File: src/rtl/acq_event_fifo_arbiter.sv
// Round-robin arbiter that shares the Acquisition Event FIFO write port between
// several acquisition controllers, tags each word with its source index and counts accepted words.
module acq_event_fifo_arbiter #(
  parameter int N_SRC = 3,
  parameter int CNT_W = 16
) (
  input  logic                     clk,
  input  logic                     reset,
  input  logic [N_SRC-1:0]         src_en,
  input  logic [N_SRC-1:0]         src_valid,
  input  logic [32*N_SRC-1:0]      src_data,
  output logic [N_SRC-1:0]         src_ready,
  input  logic                     fifo_ready,
  output logic                     fifo_valid,
  output logic [31:0]              fifo_data,
  input  logic                     cnt_clr,
  output logic [CNT_W*N_SRC-1:0]   src_count,
  output logic                     busy
);

  typedef enum logic [1:0] {
    ARB  = 2'b01,
    XFER = 2'b10
  } state_t;

  state_t           state;
  logic [2:0]       rr_ptr;
  logic [2:0]       gnt_idx;
  logic [2:0]       nxt_ptr;
  logic             gnt_found;
  logic [N_SRC-1:0] req;
  logic [28:0]      gnt_word;
  logic [CNT_W-1:0] cnt_q [N_SRC];
  int               scan_idx;

  assign req  = src_valid & src_en;
  assign busy = (state == XFER);

  // First eligible source at or above rr_ptr, wrapping modulo N_SRC.
  always_comb begin
    gnt_found = 1'b0;
    gnt_idx   = 3'd0;
    scan_idx  = 0;
    for (int k = 0; k < N_SRC; k++) begin
      scan_idx = int'(rr_ptr) + k;
      if (scan_idx >= N_SRC) scan_idx = scan_idx - N_SRC;
      if (!gnt_found && req[scan_idx]) begin
        gnt_found = 1'b1;
        gnt_idx   = 3'(scan_idx);
      end
    end
  end

  always_comb begin
    gnt_word  = 29'd0;
    src_ready = '0;
    for (int i = 0; i < N_SRC; i++) begin
      if (gnt_idx == 3'(i)) gnt_word = src_data[32*i +: 29];
      src_ready[i] = (state == ARB) && gnt_found && (gnt_idx == 3'(i));
    end
  end

  assign nxt_ptr = (gnt_idx == 3'(N_SRC-1)) ? 3'd0 : gnt_idx + 3'd1;

  always_ff @(posedge clk) begin
    if (reset) begin
      state      <= ARB;
      rr_ptr     <= 3'd0;
      fifo_valid <= 1'b0;
      fifo_data  <= 32'd0;
      for (int i = 0; i < N_SRC; i++) cnt_q[i] <= '0;
    end else begin
      case (state)
        ARB: begin
          if (gnt_found) begin
            fifo_data  <= {gnt_idx, gnt_word};
            fifo_valid <= 1'b1;
            rr_ptr     <= nxt_ptr;
            state      <= XFER;
          end
        end
        XFER: begin
          if (fifo_ready) begin
            fifo_valid <= 1'b0;
            fifo_data  <= 32'd0;
            state      <= ARB;
          end
        end
        default: state <= ARB;
      endcase
      // Clear wins over a same-cycle increment; counts stick at all-ones.
      for (int i = 0; i < N_SRC; i++) begin
        if (cnt_clr)
          cnt_q[i] <= '0;
        else if ((state == ARB) && gnt_found && (gnt_idx == 3'(i)) && (cnt_q[i] != {CNT_W{1'b1}}))
          cnt_q[i] <= cnt_q[i] + 1'b1;
      end
    end
  end

  for (genvar gi = 0; gi < N_SRC; gi++) begin : g_cnt_out
    assign src_count[CNT_W*gi +: CNT_W] = cnt_q[gi];
  end

endmodule

File: config.mk
export PLATFORM = sky130hd
export DESIGN_NAME = acq_event_fifo_arbiter
export DESIGN_NICKNAME = d
export VERILOG_FILES = /design/src/rtl/acq_event_fifo_arbiter.sv
export SDC_FILE = /design/constraint.sdc
export NUM_CORES = 1
export LEC_CHECK = 0
export BUFFER_PORTS_ARGS = -buffer_cell sky130_fd_sc_hd__buf_2
export CAP_MARGIN = 20
export CORE_ASPECT_RATIO = 0.75
export CORE_UTILIZATION = 46
export CTS_BUF_LIST = sky130_fd_sc_hd__clkbuf_2
export DETAILED_ROUTE_END_ITERATION = 7
export PLACE_DENSITY_LB_ADDON = 0.12
export SLEW_MARGIN = 20
export SYNTH_ARGS = -nofsm -noshare
export SYNTH_HDL_FRONTEND = slang
export SYNTH_SLANG_ARGS = --single-unit
File: constraint.sdc
create_clock -name clk -period 3.8 [get_ports clk]
set_clock_uncertainty 0.05 [all_clocks]
set_input_delay 0.38 -clock clk [delete_from_list [all_inputs] [get_ports clk]]
set_output_delay 0.38 -clock clk [all_outputs]
set_load 0.02 [all_outputs]
==> flow_summary.toml <==
[finish]
nNetsFinal = 858
antennaDiodeCount = 0
area_growth_pct = 31.0
final_area_mm2 = 0.00652
finish.utilization_pct = 62.7
drive_above_1_share_pct = 35.8
stdcell_count = 878

[power]
p_int_mw = 2.53
seqPwrFrac_pct = 28.0
sw_frac_of_total_pct = 43.4
power_frac_comb_pct = 61.6
p_sw_mw = 1.94
p_clk_share_pct = 10.4
p_leak_nw = 2.94
pwr_density_cell_mw_per_mm2 = 685
ir_drop_uv = 317

[floorplan]
num_rows = 32
fp.dieH_um = 92.1
core_mm2 = 0.0104
fp.dieW_um = 122
dieArea_mm2 = 0.0112
io_pins = 191
start_util_pct = 47.8

[placed_design]
place_area_mm2 = 0.00605
place_hpwl_um = 9110
dp_slack_ns = 0.196
portBuffers = 181
dp.cells = 846
place_congestion = 0.890

[synth]
synthesis.nets = 663
syn_area_per_cell_um2 = 9.18
synth.distinct_cells = 51
synth-async-reset-ratio_pct = 0
ys_seq_area_share_pct = 44.2
synth_edf_count = 48
synthCells = 542
synth_area_leaders = "edfxtp_1 (29%), dfxtp_1 (15%), and3_1 (5.2%)"
yosysTopAreaCell = "edfxtp_1"
synth_area_mm2 = 0.00498
synth_common_cells = "nor2_1 (62), nand2_1 (60), edfxtp_1 (48)"
ys.flop_type = "edfxtp_1"
synth_most_common_cell = "nor2_1"
yosysWarnings = 0
ys_seq_elements = 86
yosysTopAreaCellShare_pct = 29.0

[route]
dr_wl_met3_um = 762
drt-met1-wl_um = 5830
drt_iter0_drc = 190
wl_met2_um = 6320
num_vias = 4652
drt-total-wl_um = 13000
first_pass_iters = 4
top_layer = "met4"
vias_per_cell = 5.30
routedWlPerCell_um = 14.8
postRouteAntennaNets = 0
drc = 0

[worst_hold_path]
min-delay-start = "src_data[84]"
hold_path.class = "in2reg"

[timing]
setup_slack_ns = 0.147
max_freq_mhz = 274
hold_viol = 0
period_minus_slack_ns = 3.65
tightestPinTransition_ns = 0.591
maxSlewViolCount = 0
setup_viol = 0
final.period_utilization_pct = 96.1
slew_headroom_pct = 60.3
whs_ns = 0.0995

[clock_network]
cts_buffer_depth = 2
cts_root_buf = "clkbuf_2"
holdBufCountCts = 0
cts_tree = "yes"
htreeDepth = 3
cts_num_sinks = 86
cts_made_buffers = 9
insertion_delay_ns = 0.55
clk_pin_slew_ns = 0.21

[grt]
grt_overflow_total = 0
grt_usage_pct = 22.1
grt_pass1_wl_um = 19600
grt_antenna_before_repair = 0
grt_max_degree = 42
grt_pass1_vias = 4112

[worst_setup_path]
critical_path.endpoint = "src_ready[0]"
cp_data_required_time_ns = 3.37
r2r-start = "rr_ptr[0]"
end_kind = "output pin"
crit_type = "reg2out"
r2r_end = "cnt_q[2][10]"
critPathMaxFanout = 6
ff2ff_setup_slack_ns = 0.41
startpoint = "rr_ptr[0]"
worstPathArrival_ns = 3.22
cp-start-kind = "flip-flop"
r2r_cells = 14

[run]
cap_violations = 0

[status]
status = "finished clean"
## cell usage in the layout, fill, tap and decap left out, types with 3 or more instances in the layout
cell	synthesis	layout
buf_4	1	25
ha_4	0	5
buf_2	8	180
clkinvlp_4	0	3
nand4_1	4	4
a22o_1	29	29
and2_1	5	5
a21oi_1	39	38
a21oi_4	2	3
o211ai_1	3	3
xor2_1	28	28
nand3_1	19	19
nor2b_1	5	4
clkbuf_2	0	11
ha_1	15	8
xnor2_1	16	16
nand2b_1	3	3
and3_1	41	41
edfxtp_1	48	48
dfxtp_1	38	35
nor3_1	8	6
nor2_1	62	61
o21ai_0	34	32
nand3b_1	5	5
nand2_1	60	58
inv_1	15	12
## per-layer routing
layer	global-route usage (%)	vias to the layer above
met2	36.1	122
li1	-	2327
met1	28.1	2195
met5	0	-
met4	5.28	0
met3	7.28	8
## what timing repair did
| action | CTS | global route |
|---|---|---|
| resized for setup | 14 | 32 |
| gates cloned | 0 | 2 |
| buffers inserted | 0 | 13 |
| setup endpoints to repair | 3 | 3 |
| pin swaps | 1 | 9 |
## power groups by stage
stage,clock network (mW),logic [mW],registers [mW]
2_1_floorplan,0,1.53,1.39
6_report,0.465,2.75,1.25
3_5_place_dp,0,2.26,1.26
5_1_grt,0.526,3.03,1.27
3_3_place_gp,0,2.21,1.26
4_1_cts,0.490,2.32,1.24
## cells by family after synthesis
| kind of cell | after synthesis | synth area share [%] |
|---|---|---|
| AO/OA/AOI/OAI | 125 | 16.4 |
| XOR/XNOR | 44 | 7.74 |
| adder cells (fa/ha/maj) | 15 | 3.77 |
| buffers and inverters | 44 | 4.20 |
| flip-flops | 86 | 44.2 |
| multiplexers | 3 | 0.654 |
| AND/OR/NAND/NOR | 225 | 23.0 |
## critical path: stages (launching register included)
cell	delay (ns)
dfxtp_4	0.43
clkinvlp_4	0.14
ha_4	0.26
clkbuf_2	0.15
or3b_1	0.44
a21oi_4	0.19
a21o_1	0.18
nor3_1	0.10
a21oi_4	0.25
nor2b_4	0.25
and2_1	0.15
buf_2	0.16
## cell type report
class	count	area [um^2]
well taps	136	170
clock buffers	10	50.0
clock inverters	6	61.3
multi-input cells	412	2750
fillers	925	3890
repair buffers	213	1220
flip-flops and latches	86	2210
inverters	15	60.1
## flip-flops by register name, summed over array words and instances (netlist names)
| name | cells |
|---|---|
| rr_ptr | 3 |
| fifo_data | 32 |
| state | 2 |
| cnt_q | 48 |
| fifo_valid | 1 |
## per-stage QoR
step / TNS [ns] / total power, mW
floorplan: 0 / 2.93
global placement: 0 / 3.46
detailed placement: 0 / 3.52
CTS: 0 / 4.05
global route: -0.170 / 4.83
finish: 0 / 4.47
## worst min path at each step
stage	end	slack, ns	cells after the start
2_1_floorplan	rr_ptr[2]	0.50	2
3_3_place_gp	fifo_data[7]	0.41	1
3_5_place_dp	fifo_data[13]	0.41	1
4_1_cts	fifo_data[20]	0.03	4
5_1_grt	fifo_data[15]	0.04	4
6_report	fifo_data[20]	0.1	4
Power figures use the tool's default switching activity.
